`src/rtl/aline_pkg.sv`:
```
// Shared types and default constants for the A-line ping-pong writer.
package aline_pkg;

    localparam int NSAMPLES_DEFAULT = 1170;
    localparam int DATA_W           = 14;
    localparam int ADDR_W           = 11;

    typedef enum logic [1:0] {
        IDLE,
        CAPTURE,
        HANDOFF
    } state_e;

endpackage

```
`src/rtl/aline_pingpong_writer_sync_bit.sv`:
```
// Multi-flop synchroniser for one asynchronous single-bit input.
module sync_bit #(
    parameter int STAGES = 2
) (
    input  logic clk,
    input  logic rst_n,
    input  logic d,
    output logic q
);

    logic [STAGES-1:0] sync_q;
    logic [STAGES-1:0] sync_d;

    always_comb begin
        sync_d = {sync_q[STAGES-2:0], d};
    end

    // NOTE: non-blocking so every stage samples its neighbour's pre-edge value.
    always_ff @(posedge clk or negedge rst_n) begin
        if (!rst_n) begin
            sync_q <= '0;
        end else begin
            sync_q <= sync_d;
        end
    end

    assign q = sync_q[STAGES-1];

endmodule

```
`src/rtl/aline_pingpong_writer.sv`:
```
// ADC-domain writer: captures one A-line per trigger into a ping-pong RAM bank
// and hands full banks to the readout domain via toggle handshakes.
module aline_pingpong_writer #(
    parameter int NSAMPLES    = aline_pkg::NSAMPLES_DEFAULT,
    parameter int ADDR_W      = aline_pkg::ADDR_W,
    parameter int DATA_W      = aline_pkg::DATA_W,
    parameter int SYNC_STAGES = 2
) (
    input  logic              ADC_data_out_clk,
    input  logic              global_reset_n,
    input  logic              trigger_in,
    input  logic              enable,
    input  logic [DATA_W-1:0] adc_data,
    output logic              wr_en,
    output logic [ADDR_W:0]   wr_addr,
    output logic [DATA_W-1:0] wr_data,
    output logic              buf_ready_toggle,
    output logic              buf_bank,
    input  logic              buf_release_toggle,
    output logic              acq_busy,
    output logic              overrun,
    input  logic              overrun_clr,
    output logic [15:0]       line_count
);

    import aline_pkg::*;

    localparam logic [ADDR_W-1:0] LAST_IDX = ADDR_W'(NSAMPLES - 1);

    state_e            state_q, state_d;
    logic [ADDR_W-1:0] idx_q, idx_d;
    logic              wr_bank_q, wr_bank_d;
    logic              rd_bank_q, rd_bank_d;
    logic [1:0]        bank_full_q, bank_full_d;
    logic [DATA_W-1:0] s_q, s_d;
    logic              trig_dly_q, trig_dly_d;
    logic              rel_dly_q, rel_dly_d;
    logic              ready_tog_q, ready_tog_d;
    logic              buf_bank_q, buf_bank_d;
    logic              overrun_q, overrun_d;
    logic [15:0]       line_count_q, line_count_d;

    logic              trig_sync, rel_sync;
    logic              trig_edge, rel_apply;
    logic [1:0]        rel_mask, set_mask, full_after_rel;

    sync_bit #(.STAGES(SYNC_STAGES)) u_trig_sync (
        .clk   (ADC_data_out_clk),
        .rst_n (global_reset_n),
        .d     (trigger_in),
        .q     (trig_sync)
    );

    sync_bit #(.STAGES(SYNC_STAGES)) u_rel_sync (
        .clk   (ADC_data_out_clk),
        .rst_n (global_reset_n),
        .d     (buf_release_toggle),
        .q     (rel_sync)
    );

    // NOTE: every signal gets a default first so no path can infer a latch.
    always_comb begin
        trig_dly_d   = trig_sync;
        rel_dly_d    = rel_sync;
        s_d          = adc_data;
        state_d      = state_q;
        idx_d        = idx_q;
        wr_bank_d    = wr_bank_q;
        ready_tog_d  = ready_tog_q;
        buf_bank_d   = buf_bank_q;
        line_count_d = line_count_q;
        overrun_d    = overrun_clr ? 1'b0 : overrun_q;

        trig_edge = trig_sync & ~trig_dly_q;

        // A release with nothing full is spurious and must not move the pointer.
        rel_apply      = (rel_sync ^ rel_dly_q) && (bank_full_q != 2'b00);
        rel_mask       = rel_apply ? (2'b01 << rd_bank_q) : 2'b00;
        set_mask       = 2'b00;
        full_after_rel = bank_full_q & ~rel_mask;
        rd_bank_d      = rel_apply ? ~rd_bank_q : rd_bank_q;

        case (state_q)
            IDLE: begin
                if (trig_edge && enable) begin
                    if (full_after_rel[wr_bank_q]) begin
                        overrun_d = 1'b1;
                    end else begin
                        state_d = CAPTURE;
                        idx_d   = '0;
                    end
                end
            end
            CAPTURE: begin
                idx_d = idx_q + ADDR_W'(1);
                if (idx_q == LAST_IDX) begin
                    state_d = HANDOFF;
                end
            end
            HANDOFF: begin
                set_mask     = 2'b01 << wr_bank_q;
                buf_bank_d   = wr_bank_q;
                ready_tog_d  = ~ready_tog_q;
                line_count_d = line_count_q + 16'd1;
                wr_bank_d    = ~wr_bank_q;
                idx_d        = '0;
                state_d      = IDLE;
            end
            default: begin
                state_d = IDLE;
            end
        endcase

        // A release hitting the bank being marked full on the same cycle wins.
        bank_full_d = (bank_full_q | set_mask) & ~rel_mask;
    end

    always_ff @(posedge ADC_data_out_clk or negedge global_reset_n) begin
        if (!global_reset_n) begin
            state_q      <= IDLE;
            idx_q        <= '0;
            wr_bank_q    <= 1'b0;
            rd_bank_q    <= 1'b0;
            bank_full_q  <= 2'b00;
            s_q          <= '0;
            trig_dly_q   <= 1'b0;
            rel_dly_q    <= 1'b0;
            ready_tog_q  <= 1'b0;
            buf_bank_q   <= 1'b0;
            overrun_q    <= 1'b0;
            line_count_q <= '0;
        end else begin
            state_q      <= state_d;
            idx_q        <= idx_d;
            wr_bank_q    <= wr_bank_d;
            rd_bank_q    <= rd_bank_d;
            bank_full_q  <= bank_full_d;
            s_q          <= s_d;
            trig_dly_q   <= trig_dly_d;
            rel_dly_q    <= rel_dly_d;
            ready_tog_q  <= ready_tog_d;
            buf_bank_q   <= buf_bank_d;
            overrun_q    <= overrun_d;
            line_count_q <= line_count_d;
        end
    end

    assign wr_en            = (state_q == CAPTURE);
    assign acq_busy         = (state_q == CAPTURE);
    assign wr_addr          = {wr_bank_q, idx_q};
    assign wr_data          = s_q;
    assign buf_ready_toggle = ready_tog_q;
    assign buf_bank         = buf_bank_q;
    assign overrun          = overrun_q;
    assign line_count       = line_count_q;

endmodule

```
`config.mk`:
```
export PLATFORM = sky130hd
export DESIGN_NAME = aline_pingpong_writer
export DESIGN_NICKNAME = d
export VERILOG_FILES = /design/src/rtl/aline_pkg.sv /design/src/rtl/aline_pingpong_writer_sync_bit.sv /design/src/rtl/aline_pingpong_writer.sv
export SDC_FILE = /design/constraint.sdc
export NUM_CORES = 1
export LEC_CHECK = 0
export BUFFER_PORTS_ARGS = -buffer_cell sky130_fd_sc_hd__buf_2
export CAP_MARGIN = 20
export CORE_AREA = 2 2 81 83
export DETAILED_ROUTE_END_ITERATION = 7
export DIE_AREA = 0 0 83 85
export PLACE_DENSITY = 0.68
export RECOVER_POWER = 25
export SLEW_MARGIN = 10
export SYNTH_ARGS = -nofsm -noshare
export SYNTH_HDL_FRONTEND = slang
export SYNTH_SLANG_ARGS = --single-unit
```
`constraint.sdc`:
```
create_clock -name ADC_data_out_clk -period 4.02 [get_ports ADC_data_out_clk]
set_input_delay 0.804 -clock ADC_data_out_clk [delete_from_list [all_inputs] [get_ports ADC_data_out_clk]]
set_output_delay 0.804 -clock ADC_data_out_clk [all_outputs]
set_load 0.05 [all_outputs]
```
Yosys cells after proc, flatten, opt, wreduce, memory -nomap -nowiden

Cells that the tools add are included.

Shift-type cells: 2
Magnitude comparators: 1
Multiplexer cells: 15
Equal/unequal tests: 6
Add/sub/neg operators: 2
Reduce and logical (&&, ||, !) cells: 7
Bitwise gates (word level): 10

Operator list:

| cell                                                        | count |
|---|---|
| one-hot mux 11 bit (3 select lines)                         | 1 |
| 2-to-1 mux 11 bit                                           | 2 |
| adder 16 x 1 -> 16 bit (second input constant)              | 1 |
| adder 11 x 1 -> 11 bit (second input constant)              | 1 |
| equality test 11 bit (second input constant)                | 1 |
| 2-to-1 mux 2 bit                                            | 5 |
| 2-to-1 mux 1 bit                                            | 6 |
| AND reduction 3 bit                                         | 2 |
| bitwise AND 2 bit                                           | 2 |
| inequality test 2 bit (second input constant)               | 2 |
| inverter 1 bit                                              | 4 |
| one-hot mux 2 bit (2 select lines)                          | 1 |
| left shift 1 x 1 -> 2 bit (first input constant)            | 2 |
| nonzero test 3 bit                                          | 1 |
| equality test 2 x 1 -> 1 bit (second input constant)        | 1 |
| equality test 2 bit (second input constant)                 | 1 |
| logical AND 1 bit                                           | 2 |
| zero test 2 bit                                             | 1 |
| less-than comparator 1 x 2 -> 1 bit (second input constant) | 1 |
| inequality test 2 x 1 -> 1 bit (second input constant)      | 1 |
| inverter 2 bit                                              | 1 |
| bitwise OR 2 bit                                            | 1 |
| nonzero test 2 bit                                          | 1 |
| bitwise AND 1 bit                                           | 1 |
| bitwise XOR 1 bit                                           | 1 |

Flip-flop bits (word level): 56
Logic and storage cells: 57

Depth between registers and ports, before layout

Gate-level depths: netlist of the first run.

Depth in word-level cells: 10
Gate-level depth with buffers: 5
Depth with buffers taken out: 5

By module

A second synthesis of the first run with hierarchy kept.

Cells, all modules: 198
Area, all modules: 2247.2 sq um

Modules (own cells, without submodules):

| module                | seq. area each (sq um) | instances | cells each | area an instance (sq um) |
|---|---|---|---|---|
| aline_pingpong_writer | 1301.2                 | 1         | 194        | 2147.1 |
| sync_bit              | 50.0                   | 2         | 2          | 50.0 |

Least setup slack after synthesis of the first run

No wires, ideal clock.

Kind: register to output
Start: register state_q[1]
End: output port wr_en
Slack: 1.990 ns
Path buffers: 1
Arrival: 1.226 ns
Stages on the path, launching flop included: 4
Required time: 3.216 ns
Cell sequence: dfrtp_1 > nand2b_1 > inv_1 > buf_4

Longest elaborated chain between the ends: 1

Ends and longest elaborated chain:

| item                         | RTL line                     | text |
|---|---|---|
| from (decl)                  | aline_pingpong_writer.sv:30  | `state_e state_q, state_d;` |
| from (signal assigned)       | aline_pingpong_writer.sv:133 | `state_q <= state_d;` |
| equality test 2 x 1 -> 1 bit | n/a                          |  |
| to (decl)                    | aline_pingpong_writer.sv:14  | `output logic wr_en,` |

Every way passes these cells.

Worst setup path in the final report of the first run

Start: register state_q[0]
End: output port acq_busy

Longest elaborated chain between the ends: 1

Ends and longest elaborated chain:

| item                         | RTL line                     | text |
|---|---|---|
| equality test 2 x 1 -> 1 bit | aline_pingpong_writer.sv:149 | `assign acq_busy = (state_q == CAPTURE);` |
| to (decl)                    | aline_pingpong_writer.sv:20  | `output logic acq_busy,` |

Every way passes these cells.

==> flow_results.org, run 1 <==
** Min path
- Worst Min Path Start :: u_trig_sync.sync_q[0]
- The tightest min-delay check is of the reg2reg type.

** Yosys
- Synthesis produced a netlist with a net count of 213.
- Counting flops and latches in the post-synthesis netlist gives 56.
- Ys Warns :: 0
- Share of synthesized area occupied by flip-flops and latches :: 61.6%
- Distinct cells, synth :: 39
- Cell area after synthesis :: approximately 2300 um2
- Dividing the synthesized area by the synthesized cell count gives ~12 um2.
- Synthesis handed over a netlist of 190 instances.

** Floorplanning
- The floorplan step set the die height to 85 um.
- The die covers 7060 um2.
- 67 I/O pins were placed.
- Initial Util :: 36.6%
- Floorplan Core Area :: approximately 6200 um2
- Measured along the x axis, the die boundary spans around 83 um.
- Row count :: 29

** Clock network
- Source-to-sink clock delay at the later pin of the worst-skew pair :: roughly 0.31 ns
- Clock tree from TritonCTS :: yes
- After clock tree synthesis, the flow added hold-fix buffers numbering 0.
- Num CTS Buffers :: 5
- Buffers added to address setup during post-CTS repair amount to 0.
- In this run the clock root is driven by a sky130_fd_sc_hd__clkbuf_8.
- The clock net in this run drives a total of 56 sinks.
- Clock-pin slew was measured on the worst setup and hold paths at roughly 0.1 ns.
- Total number of H-tree levels :: 2
- Post-CTS Resized :: 0
- No sink is reached through more buffers than the 2 on the longest clock path.

** Route
- The detailed router placed 1611 vias in this run.
- Final antenna-violating net count :: 0
- Dividing the detail-routed via count by the number of cells gives 4.79.
- Average wire per standard cell :: 12.7 um
- DRC errors left :: 0
- Post-Route WL :: 4.28 mm
- First-pass detailed-route iteration total :: 4
- Number of DRC markers in iteration 0 :: between 80 and 90

** Cells and area
- Fraction of layout instances using a drive strength above 1 :: 30.9%
- Final Instance Area :: 2760 um2
- Synth-to-Final Area Change :: 21.2%
- Count of nets after finishing :: 281
- After filler insertion, the fill cell instance count of the layout stands at 604.
- The number of antenna diodes in the final layout is 0.
- Once layout is complete, the utilization of the core stands at 44.4%.
- Excluding fillers, the count of instances in the completed layout stands at between 300 and 400.

** Critical path
- By startpoint and endpoint, the worst setup path is classified as reg2out.
- Arrival time at the worst endpoint :: ~1.7 ns
- Required time of the critical path :: 3.22 ns
- STA classifies the critical path endpoint as a primary output.
- Tracing the worst setup path back leads to its startpoint at state_q[0].
- The worst setup path is launched from a register.
- The startpoint identified for the worst register-to-register timing path is state_q[0].
- Along the worst path, the maximum fanout reaches 23.

** Place
- Total instance count after detailed placement :: 328
- Summing all placed instances gives a cell area of 2670 um2.
- Port Buffers :: 66
- Pre-CTS worst setup slack :: 1.87 ns
- The congestion estimate from routability-driven global placement came to 0.808.
- HPWL reported at the end of detailed placement :: between 3 and 4 mm

** Pwr
- Switch Pwr :: between 0.2 and 0.25 mW
- Peak ir drop on the vdd network :: 224 uV
- Cell internal power was estimated by the tool at just over 0.7 mW.
- Power spread over the standard cell area amounts to 340 nW/um2.
- Switching portion of total power :: 24.1%
- Reg power frac :: 61.5%
- Of the total power, combinational logic draws under 10%.
- The clock network accounts for 32.6% of the total power.
- The analysis attributes to cell leakage a power of about 1.4 nW.

** Timing
- After layout, the minimum clock period comes to between 2 and 3 ns.
- In the final timing run, aggregate negative setup slack is 0 ns.
- Setup repair after global routing missed its margin :: false
- Final worst clock skew :: 0.00524 ns
- The final hold violation count came to 0.
- In this run the tightest slew margin relative to its limit is -3.61%.
- Slew at the pin closest to its max-slew limit :: approximately 1.6 ns
- Max Fclk :: ~400 MHz
- Final setup violation count :: 0
- In the finished design, the share of the clock period the worst path needs comes to 62.5%.
- The worst path meets setup with approximately 1.5 ns of slack.
- Number of pins exceeding their max-slew limit in the final report :: 32

** Run
- Max-cap violations in this run came to 1.

** GRT
- The number of antenna violations at the first check in global routing was 0.
- The number of global-route vias before repair was between 1500 and 2000.
- Tot GR Track Use :: ~13%
- Largest net degree at the start of global routing :: 32
- Summed over all layers, the global routing overflow is 0.
- Wire length of the first global-routing pass :: 7.35 mm

** Outcome
- The run finished, with violations left.
- Violated checks :: max-capacitance violations, max-slew violations
## critical path, cell delays in order (launching register included)
cell,delay (ns)
sky130_fd_sc_hd__dfrtp_1,0.76
sky130_fd_sc_hd__nand2b_1,0.20
sky130_fd_sc_hd__inv_1,0.16
sky130_fd_sc_hd__buf_2,0.28
## layer usage
| layer | global-route usage (%) | vias to the layer above | share of wire (%) |
|---|---|---|---|
| met5 | 0 | - | 0 |
| met4 | 3.87 | 0 | 1.1 |
| met3 | 4.28 | 6 | 6.8 |
| met2 | 19.9 | 53 | 46 |
| met1 | 17.0 | 755 | 46 |
| li1 | - | 797 | - |
## power by group through the flow
| stage | clock [mW] | sequential (mW) | combinational (mW) |
|---|---|---|---|
| after floorplan | 0 | 0.613 | 0.00145 |
| after detailed placement | 0 | 0.587 | 0.0564 |
| after global routing | 0.341 | 0.577 | 0.0599 |
| after global placement | 0 | 0.586 | 0.0560 |
| final | 0.305 | 0.576 | 0.0547 |
| after CTS | 0.314 | 0.576 | 0.0566 |
## layout by cell type, fill, tap and decap left out, drive strengths merged
cell and count:
and3 3, inv 12, a31oi 7, buf 67, nand3b 3, nand4b 1
nor4 3, and4b 1, o211ai 1, nand2b 5, and4 1, nand3 7
xor2 8, nand4 6, nand2 13, o32ai 1, nor4b 1, o31ai 2
o22ai 1, clkinv 1, nor2 8, and2b 1, clkbuf 8, ha 3
xnor2 12, o221ai 2, a21oi 11, dfrtp 56, a41oi 1, o21ai 3
nor3 4, o2bb2ai 1, mux2 2, nor2b 2, and2 1
## synth_stat cells
cell type                   instances  area share (%)
sky130_fd_sc_hd__buf_4              4             1.3
sky130_fd_sc_hd__o32ai_1            1            0.39
sky130_fd_sc_hd__buf_2              2            0.44
sky130_fd_sc_hd__nor3_1             2            0.44
sky130_fd_sc_hd__inv_1             12             2.0
sky130_fd_sc_hd__a21oi_1           11             2.4
sky130_fd_sc_hd__nand2_1           13             2.1
sky130_fd_sc_hd__dfrtp_1           56              62
sky130_fd_sc_hd__mux2_2             2            0.99
sky130_fd_sc_hd__nand4_4            1            0.94
sky130_fd_sc_hd__nor4b_1            1            0.39
sky130_fd_sc_hd__and4_1             1            0.39
sky130_fd_sc_hd__and2_1             1            0.28
sky130_fd_sc_hd__o211ai_1           1            0.33
sky130_fd_sc_hd__nand3b_1           3            0.99
sky130_fd_sc_hd__ha_1               3             1.7
sky130_fd_sc_hd__and3_1             3            0.83
sky130_fd_sc_hd__buf_1              1            0.16
sky130_fd_sc_hd__nand4b_1           1            0.39
sky130_fd_sc_hd__a31oi_1            7             1.9
sky130_fd_sc_hd__o31ai_1            2            0.66
sky130_fd_sc_hd__nand3_1            6             1.3
sky130_fd_sc_hd__nor2_1             8             1.3
sky130_fd_sc_hd__o2bb2ai_1          1            0.39
sky130_fd_sc_hd__and4b_1            1            0.44
sky130_fd_sc_hd__nor4_1             2            0.55
sky130_fd_sc_hd__o21ai_0            3            0.66
sky130_fd_sc_hd__and2b_1            1            0.33
sky130_fd_sc_hd__nand2b_1           5             1.4
sky130_fd_sc_hd__o22ai_1            1            0.28
sky130_fd_sc_hd__xor2_1             8             3.1
sky130_fd_sc_hd__xnor2_1           12             4.6
sky130_fd_sc_hd__nand4_1            5             1.4
sky130_fd_sc_hd__nor4_2             1            0.55
sky130_fd_sc_hd__nor2b_1            2            0.55
sky130_fd_sc_hd__nor3_2             2            0.88
sky130_fd_sc_hd__a41oi_1            1            0.39
sky130_fd_sc_hd__nand3_2            1            0.44
sky130_fd_sc_hd__o221ai_1           2            0.77
## registers in the layout (all words and copies together) (netlist names)
name / cells
wr_bank_q: 1
u_trig_sync.sync_q: 2
u_rel_sync.sync_q: 2
rd_bank_q: 1
state_q: 2
bank_full_q: 2
buf_bank: 1
overrun: 1
wr_data: 14
line_count: 16
rel_dly_q: 1
trig_dly_q: 1
buf_ready_toggle: 1
idx_q: 11
## cell families after synthesis
logic type	count (synthesis)	share of synthesized area, %
flip-flops	56	61.6
AO/OA/AOI/OAI	30	8.20
XOR/XNOR	20	7.71
AND/OR/NAND/NOR	60	15.9
multiplexers	2	0.991
adder cells (fa/ha/maj)	3	1.65
buffers and inverters	19	3.91
## path summary, 6_finish.rpt
| check | to | slack, ns | cells after the start |
|---|---|---|---|
| worst max-delay path | acq_busy | 1.51 | 3 |
| worst min-delay path | u_trig_sync.sync_q[1] | 0.36 | 0 |
| worst max register to register | line_count[1] | 2.20 | 2 |
| worst min register to register | u_trig_sync.sync_q[1] | 0.36 | 0 |
| max in group asynchronous | idx_q[7] | 2.07 | 2 |
| min in group asynchronous | bank_full_q[1] | 0.87 | 1 |
## stage by stage
stage	total power [mW]	hold WS (ns)
after CTS	0.947	0.360
after floorplan	0.615	0.331
after detailed placement	0.644	0.337
final	0.936	0.358
after global routing	0.978	0.377
after global placement	0.642	0.331
## layout make-up
cell class | count | area (um2) | area share (%)
Inverter | 12 | 45.0 | 1.63
Timing Repair Buffer | 68 | 344 | 12.5
Tap cell | 77 | 96.3 | 3.50
Sequential cell | 56 | 1400 | 50.9
Clock inverter | 1 | 8.76 | 0.318
Multi-Input combinational cell | 115 | 783 | 28.4
Clock buffer | 7 | 76.3 | 2.77
No activity file was read; power rests on OpenSTA's default activity.
==> run 2, diff against run 1 <==
Settings changed: ABC_AREA set to 1, CORE_AREA 2 2 81 83 to 2 2 82 84, DIE_AREA 0 0 83 85 to 0 0 84 86.
Clock period 4.02 ns to 2.6 ns, I/O delays scaled along.
==> run 2 against run 1 <==
Against the previous run: the run now ends clean; sequential cell count is the same; synthesized area grew 3.0%; sequential power is 55% higher; critical path type unchanged.
==> flow_results.org, run 2 <==
** Yosys
- Share of the synthesized area in the top cell type :: 59.9%
- Leading register cell type out of synthesis :: sky130_fd_sc_hd__dfrtp_1
- Yosys printed 0 warnings.
- For this run, the register share of the synthesized area comes to approximately three fifths.
- Synthesized Nets :: 252
- Per-instance average area after synthesis :: 10.2 um2
- The commonest cells after synthesis are 56 x sky130_fd_sc_hd__dfrtp_1, 56 x sky130_fd_sc_hd__nand2_1, 19 x sky130_fd_sc_hd__inv_1, 18 x sky130_fd_sc_hd__nor2_1, 16 x sky130_fd_sc_hd__nand3_1.
- The cell count after synthesis came out at 229.
- Number of enable-type register cells in the synthesized netlist :: 0
- Synthesis inferred 56 register bits.
- Share of synthesized registers carrying an async set or reset :: 100%
- Cell area after synthesis :: 2340 um2
- Most area-consuming cells after synthesis :: sky130_fd_sc_hd__dfrtp_1 60%, sky130_fd_sc_hd__nand2_1 9.0%, sky130_fd_sc_hd__xor2_1 4.1%, sky130_fd_sc_hd__nand3_1 3.4%, sky130_fd_sc_hd__inv_1 3.0%
- The number of different library cells used by synthesis comes to 31.
- Cell accounting for the most synthesized area :: sky130_fd_sc_hd__dfrtp_1

** Clock network
- CTS built an H-tree with a depth of 2.
- CTS saw 56 sinks.
- Source-to-sink clock delay at the later pin of the worst-skew pair :: 0.30 ns
- TritonCTS built the clock tree.
- Clock-pin slew was measured on the worst setup and hold paths at 0.09 ns.
- Post-CTS timing repair inserted 0 buffers for setup.
- Buffers inserted during clock tree synthesis total 5.
- Buffers inserted to repair hold after CTS numbered 0.
- Post-CTS Resized :: 0
- Clk root buf :: sky130_fd_sc_hd__clkbuf_8
- The clock passes through at most 2 buffers.

** Critical path
- Data arrives at the worst endpoint at 1.44 ns.
- The worst setup path is of the reg2out kind.
- Walking the worst path, the cells encountered are nor2_2 > buf_2.
- In this design, the stage delay of the slowest critical-path cell is 0.47 ns.
- Crit path max-delay family :: flip-flops
- Tracing the worst setup path back leads to its startpoint at state_q[1].
- Bufs and invs on worst path :: 1
- Required time of the critical path :: 2.08 ns
- Worst-path fanout max :: 9
- STA classifies the critical path endpoint as a primary output.
- In this run the critical register-to-register path is launched from idx_q[0].
- For this design, the slowest cell found on the critical path is sky130_fd_sc_hd__dfrtp_1.
- Startpoint kind of the worst setup timing path :: register

** Route
- After detailed routing, the average wire length per cell comes to 11.3 um.
- The detailed router finished its first iteration with 90 violations.
- Detailed-route via count :: 1726
- DRC errors left :: 0
- The first detailed-routing pass took 4 iterations.
- Final antenna-violating net count :: 0
- Using the TritonRoute via totals, the vias-per-cell ratio works out to roughly 4.6.
- The routed design has around 4.3 mm of wire.

** Pwr
- Total power :: 1.53 mW
- Peak ir drop on the vdd network :: 326 uV
- Static leakage power :: 1.52 nW
- For this design the ratio of total power to cell area is 534 nW/um2.

** Cells and area
- The library cells used most frequently in the layout, excluding fill and tap cells, are 65 x sky130_fd_sc_hd__buf_2, 56 x sky130_fd_sc_hd__nand2_1, 56 x sky130_fd_sc_hd__dfrtp_1.
- Leading cell type in the layout, fill and taps excluded :: sky130_fd_sc_hd__buf_2
- Relative to the synthesized area, the layout overhead comes to 22.3%.
- Fraction of layout instances using a drive strength above 1 :: 29.9%
- The register with the most flip-flops in the layout has 16 of them.
- With fillers left out, the area of the finished cells amounts to between 2000 and 3000 um2.
- The repair_antennas step left the layout with diodes totalling 0.
- In the final design database the tool counted 323 nets.

** Timing
- Static timing analysis puts the maximum clock frequency at 510 MHz.
- Setup Total Neg Slack :: 0 ns
- Of the available clock period, the critical path in the final layout requires 75.4%.
- The final max-slew violation count was 0.
- Setup repair after global routing missed its margin :: false
- On the final layout, the worst clock skew is ~0.0038 ns.
- The worst pin sits at a relative slew slack of 18.2%.
- Shortest clock period the worst path allows after layout :: 1.96 ns
- Once routing completed, OpenROAD measured the worst setup slack at 0.640 ns.
- For the pin with the worst max-slew slack, the measured transition is between 1 and 1.5 ns.
- Count of final hold-check violations :: 0
- Final setup violation count :: 0

** Floorplanning
- The die covers 7220 um2.
- The die is 84 um wide.
- The floorplan has 29 rows.
- For this configuration, the core starts out at a cell density of 37.3%.
- Die outline height :: 86 um
- Floorplan Core Area :: 6280 um2
- During I/O placement, the number of pins put on the boundary was between 60 and 70.

** Place
- Prior to clock tree synthesis, the placed netlist has a worst setup slack of 0.929 ns.
- Placement Cell Area :: roughly 2800 um2
- HPWL reported at the end of detailed placement :: 3.22 mm
- In this run the tool buffered the top-level ports with 66 buffer cells.
- At the end of routability-driven placement, the weighted congestion stood at between 0.8 and 0.9.

** Outcome
- Run status :: finished clean

** Min path
- The min-delay analysis places its worst path in the category in2async.

** GRT
- Tot GR Track Use :: 12.4%
- Largest net degree at the start of global routing :: approximately 50
- The number of global-route vias before repair was 1658.
- The first global-routing pass estimated 7.29 mm of wire.
- Global routing finished with a remaining overflow of 0.
- Number of antenna violations at the first check in global routing :: 0

** Run
- Max-cap violations :: 0
-- run 2: layout make-up --
| class | count | area, um2 |
|---|---|---|
| Fill cell | 606 | 3410 |
| Sequential cell | 56 | 1400 |
| Multi-Input combinational cell | 150 | 845 |
| Timing Repair Buffer | 67 | 334 |
| Tap cell | 77 | 96.3 |
| Inverter | 20 | 75.1 |
| Clock buffer | 5 | 68.8 |
| Clock inverter | 3 | 42.5 |
-- run 2: path summary, 6_finish.rpt --
check,to,slack (ns),depth (start not counted)
worst max-delay path,acq_busy,0.64,2
worst min-delay path,wr_data[9],0.07,1
worst max register to register,idx_q[10],0.92,8
worst min register to register,u_rel_sync.sync_q[1],0.36,0
max in group asynchronous,rel_dly_q,1.04,2
min in group ADC_data_out_clk,u_trig_sync.sync_q[0],0.31,1
-- run 2: logic make-up (layout without fill, tap and decap cells) --
kind of cell	Yosys count	in the layout	share of synthesized area (%)
AOI/OAI and AO/OA	15	15	3.79
xor gates and xnor gates	15	15	5.93
adders and majority gates	3	3	1.60
buffers and inverters	23	95	4.06
DFF	56	56	59.9
and+or+nand+nor	117	117	24.7
-- run 2: power breakdown --
| group | switching (mW) | internal (mW) | total [mW] | leakage, nW |
|---|---|---|---|---|
| Combinational | 0.0660 | 0.0186 | 0.0846 | 0.749 |
| Clock | 0.269 | 0.285 | 0.554 | 0.0541 |
| Sequential | 0.00418 | 0.886 | 0.890 | 0.721 |
| Total | 0.339 | 1.19 | 1.53 | 1.52 |
-- run 2: layer usage --
layer	GRT usage, %	wire length [um]	vias to the layer above
met4	3.52	44	0
li1	-	-	869
met1	15.6	1920	801
met5	0	0	-
met2	21.4	2060	49
met3	3.27	249	7
-- run 2: metrics by stage --
step | hold slack (ns) | utilization, % | std cells
finish | 0.0739 | 45.6 | 378
global route | 0.0925 | 45.6 | 378
CTS | 0.0295 | 45.9 | 378
detailed placement | 0.335 | 44.1 | 370
global placement | 0.338 | 44.1 | 370
floorplan | 0.224 | - | 229
==> run 3, diff against run 2 <==
Settings changed: PLACE_DENSITY 0.68 to 0.7.
Clock period 2.6 ns to 1.8 ns, I/O delays scaled along.
==> run 3 against run 2 <==
Against the previous run: sequential share of layout area is 0.88 points lower; worst hold slack better by 0.081 ns; global-route usage is 0.77 points higher.
==> flow_results.org, run 3 (synthesis gave the netlist of run 2 again) <==
** Route
- Average via count per standard cell :: 4.65
- In the final routed layout, each cell accounts on average for between 10 and 15 um.
- For this run, design rule violations remaining after detail routing come to 0.
- For this block, the routed nets add up to 4.46 mm of wire.
- The count of nets left with antenna violations once routing finished came out at 0.
- Number of DRC markers in iteration 0 :: 33
- For this run, the detailed router's first-pass iteration total came to 4.
- Summing over every cut layer, the via total after detailed routing is 1772.

** Critical path
- Required time of the critical path :: 1.44 ns
- Endpoint kind of the worst setup timing path :: primary output
- Startpoint kind of the worst setup timing path :: register
- Arrival time at the worst endpoint :: 1.36 ns
- Along the worst path, the maximum fanout reaches 5.
- Origin of the worst setup path :: state_q[1]
- In this run the critical register-to-register path is launched from state_q[0].
- The worst setup path is of the reg2out kind.

** Clock network
- Num CTS Buffers :: 5
- Clock-pin slew was measured on the worst setup and hold paths at ~0.09 ns.
- TritonCTS built the clock tree.
- Post-CTS Resized :: 0
- Source-to-sink clock delay at the later pin of the worst-skew pair :: 0.31 ns
- The longest clock path from root to sink contains 2 buffers.
- Num Clock Sinks :: 56
- Total setup buffers inserted after CTS :: 0
- The H-tree was split into 2 levels.
- In this run the clock root is driven by a sky130_fd_sc_hd__clkbuf_8.
- Post-cts hold buffer count :: 0

** Timing
- Final worst clock skew :: 0.00880 ns
- Max Fclk :: 580 MHz
- Number of pins exceeding their max-slew limit in the final report :: 0
- Headroom to the max-slew limit came out at between 5 and 6%.
- Summed over all failing endpoints, the final setup total negative slack is 0 ns.
- The smallest clock period supported by the final layout is computed as 1.72 ns.
- The final hold violation count was 0.
- In the finished design, the share of the clock period the worst path needs comes to 95.8%.
- Setup repair after global routing missed its margin :: false
- Slew at the pin closest to its max-slew limit :: 1.41 ns
- Final setup violation count :: 0

** GRT
- Entering global routing, the biggest net connects 25 pins.
- Across every metal layer, demand over resource in global routing totals 13.2%.
- The number of antenna violations at the first check in global routing is 0.
- Wire length of the first global-routing pass :: 7.80 mm
- Number of global-route vias before repair :: 1772
- For this run the aggregate overflow at the end of global routing stands at 0.

** Floorplanning
- Floorplan Core Area :: 6280 um2
- Row generation in the floorplan step produced 29 rows.
- The die is approximately 86 um tall.
- The die covers about 7200 um2.
- Measured along the x axis, the die boundary spans roughly 84 um.
- Once the floorplan was initialized, standard cells occupied 37.3% of the core.
- Pin placement for this block handled 67 I/O pins.

** Place
- Port Buffers :: 66
- Routability-driven placement finished with a final weighted congestion of 0.787.
- The placed instances occupy a cell area of 2810 um2.
- HPWL reported at the end of detailed placement :: around 3.4 mm
- Total instance count after detailed placement :: 373

** Cells and area
- The number of antenna diodes in the final layout is 0.
- Final Instance Area :: 2920 um2
- After the last flow step, the layout net total stands at around 330.
- Leading cell type in the layout, fill and taps excluded :: sky130_fd_sc_hd__buf_2
- Most frequent cells in the layout :: 65 x sky130_fd_sc_hd__buf_2, 56 x sky130_fd_sc_hd__nand2_1, 54 x sky130_fd_sc_hd__dfrtp_1
- Post-route non-filler standard cell count :: 381
- Synth-to-Final Area Change :: 24.7%
- The register with the most flip-flops in the layout has 16 of them.
- Fraction of layout instances using a drive strength above 1 :: 31.6%

** Pwr
- Int Pwr :: between 1.5 and 2 mW
- Sequential cells burn 57.9% of the power.
- In this run switching power makes up 22.3% of total power.
- In this run the power spent charging and discharging nets is 0.495 mW.
- VDD sags by at most 411 uV.
- Power spread over the standard cell area amounts to 761 nW/um2.
- Combinational logic is responsible for 5.9% of the overall power.
- The clock network burns 36.2% of the power.
- Summed over all cells, the static leakage comes to 1.55 nW.

** Min path
- Worst Min Path Start :: adc_data[8]
- The worst hold path belongs to the class in2reg.

** Run
- Max-cap violations :: 0

** Outcome
- Run status :: finished clean
## run 3: cell types whose count changed in the layout (fill, tap and decap cells not counted)
cell                       previous run  this run
sky130_fd_sc_hd__buf_12               0         2
sky130_fd_sc_hd__buf_4                0         2
sky130_fd_sc_hd__dfrtp_1             56        54
sky130_fd_sc_hd__dfrtp_2              0         2
sky130_fd_sc_hd__clkbuf_2             1         0
sky130_fd_sc_hd__nor3_1               3         2
sky130_fd_sc_hd__nor3_2               0         1
## run 3: final timing paths
| check | endpoint | cells past startpoint | slack (ns) |
|---|---|---|---|
| setup / recovery | wr_en | 2 | 0.08 |
| hold / removal | wr_data[8] | 1 | 0.16 |
| setup reg to reg | line_count[15] | 10 | 0.26 |
| hold reg to reg | u_trig_sync.sync_q[1] | 0 | 0.36 |
| max in group asynchronous | idx_q[1] | 1 | 0.51 |
| min in group asynchronous | line_count[14] | 1 | 0.36 |
## run 3: metal layers
layer	track usage (%)	up-vias	part of all wire, %
met1	16.7	848	47
li1	-	871	-
met5	0	-	0
met3	3.46	5	5.3
met4	4.40	0	0.78
met2	22.3	48	47
## run 3: critical path: stages, from the launching register on
cell                      delay (ns)
sky130_fd_sc_hd__dfrtp_1        0.47
sky130_fd_sc_hd__nor2_2         0.28
sky130_fd_sc_hd__buf_2          0.32
## run 3: area by class of cell
type,count,area (um2)
Multi-Input combinational cell,150,850
Sequential cell,56,1400
Timing Repair Buffer,70,384
Tap cell,77,96.3
Fill cell,608,3360
Clock buffer,5,68.8
Inverter,20,75.1
Clock inverter,3,42.5
## run 3: power by group through the flow
stage | combinational (mW) | sequential (mW) | clock, mW
after global routing | 0.141 | 1.29 | 0.899
after global placement | 0.133 | 1.31 | 0
after floorplan | 0.00296 | 1.37 | 0
after detailed placement | 0.135 | 1.31 | 0
after CTS | 0.135 | 1.29 | 0.842
final | 0.131 | 1.29 | 0.805
## run 3: per-stage QoR
step                power (mW)  utilization (%)  setup slack (ns)  hold slack (ns)
finish                    2.22             46.5            0.0760            0.155
global route              2.33             46.5            0.0260            0.127
CTS                       2.26             46.5            0.0676           0.0598
detailed placement        1.45             44.7             0.237            0.337
global placement          1.44             44.7             0.301            0.335
floorplan                 1.37                -            0.0766           0.0644
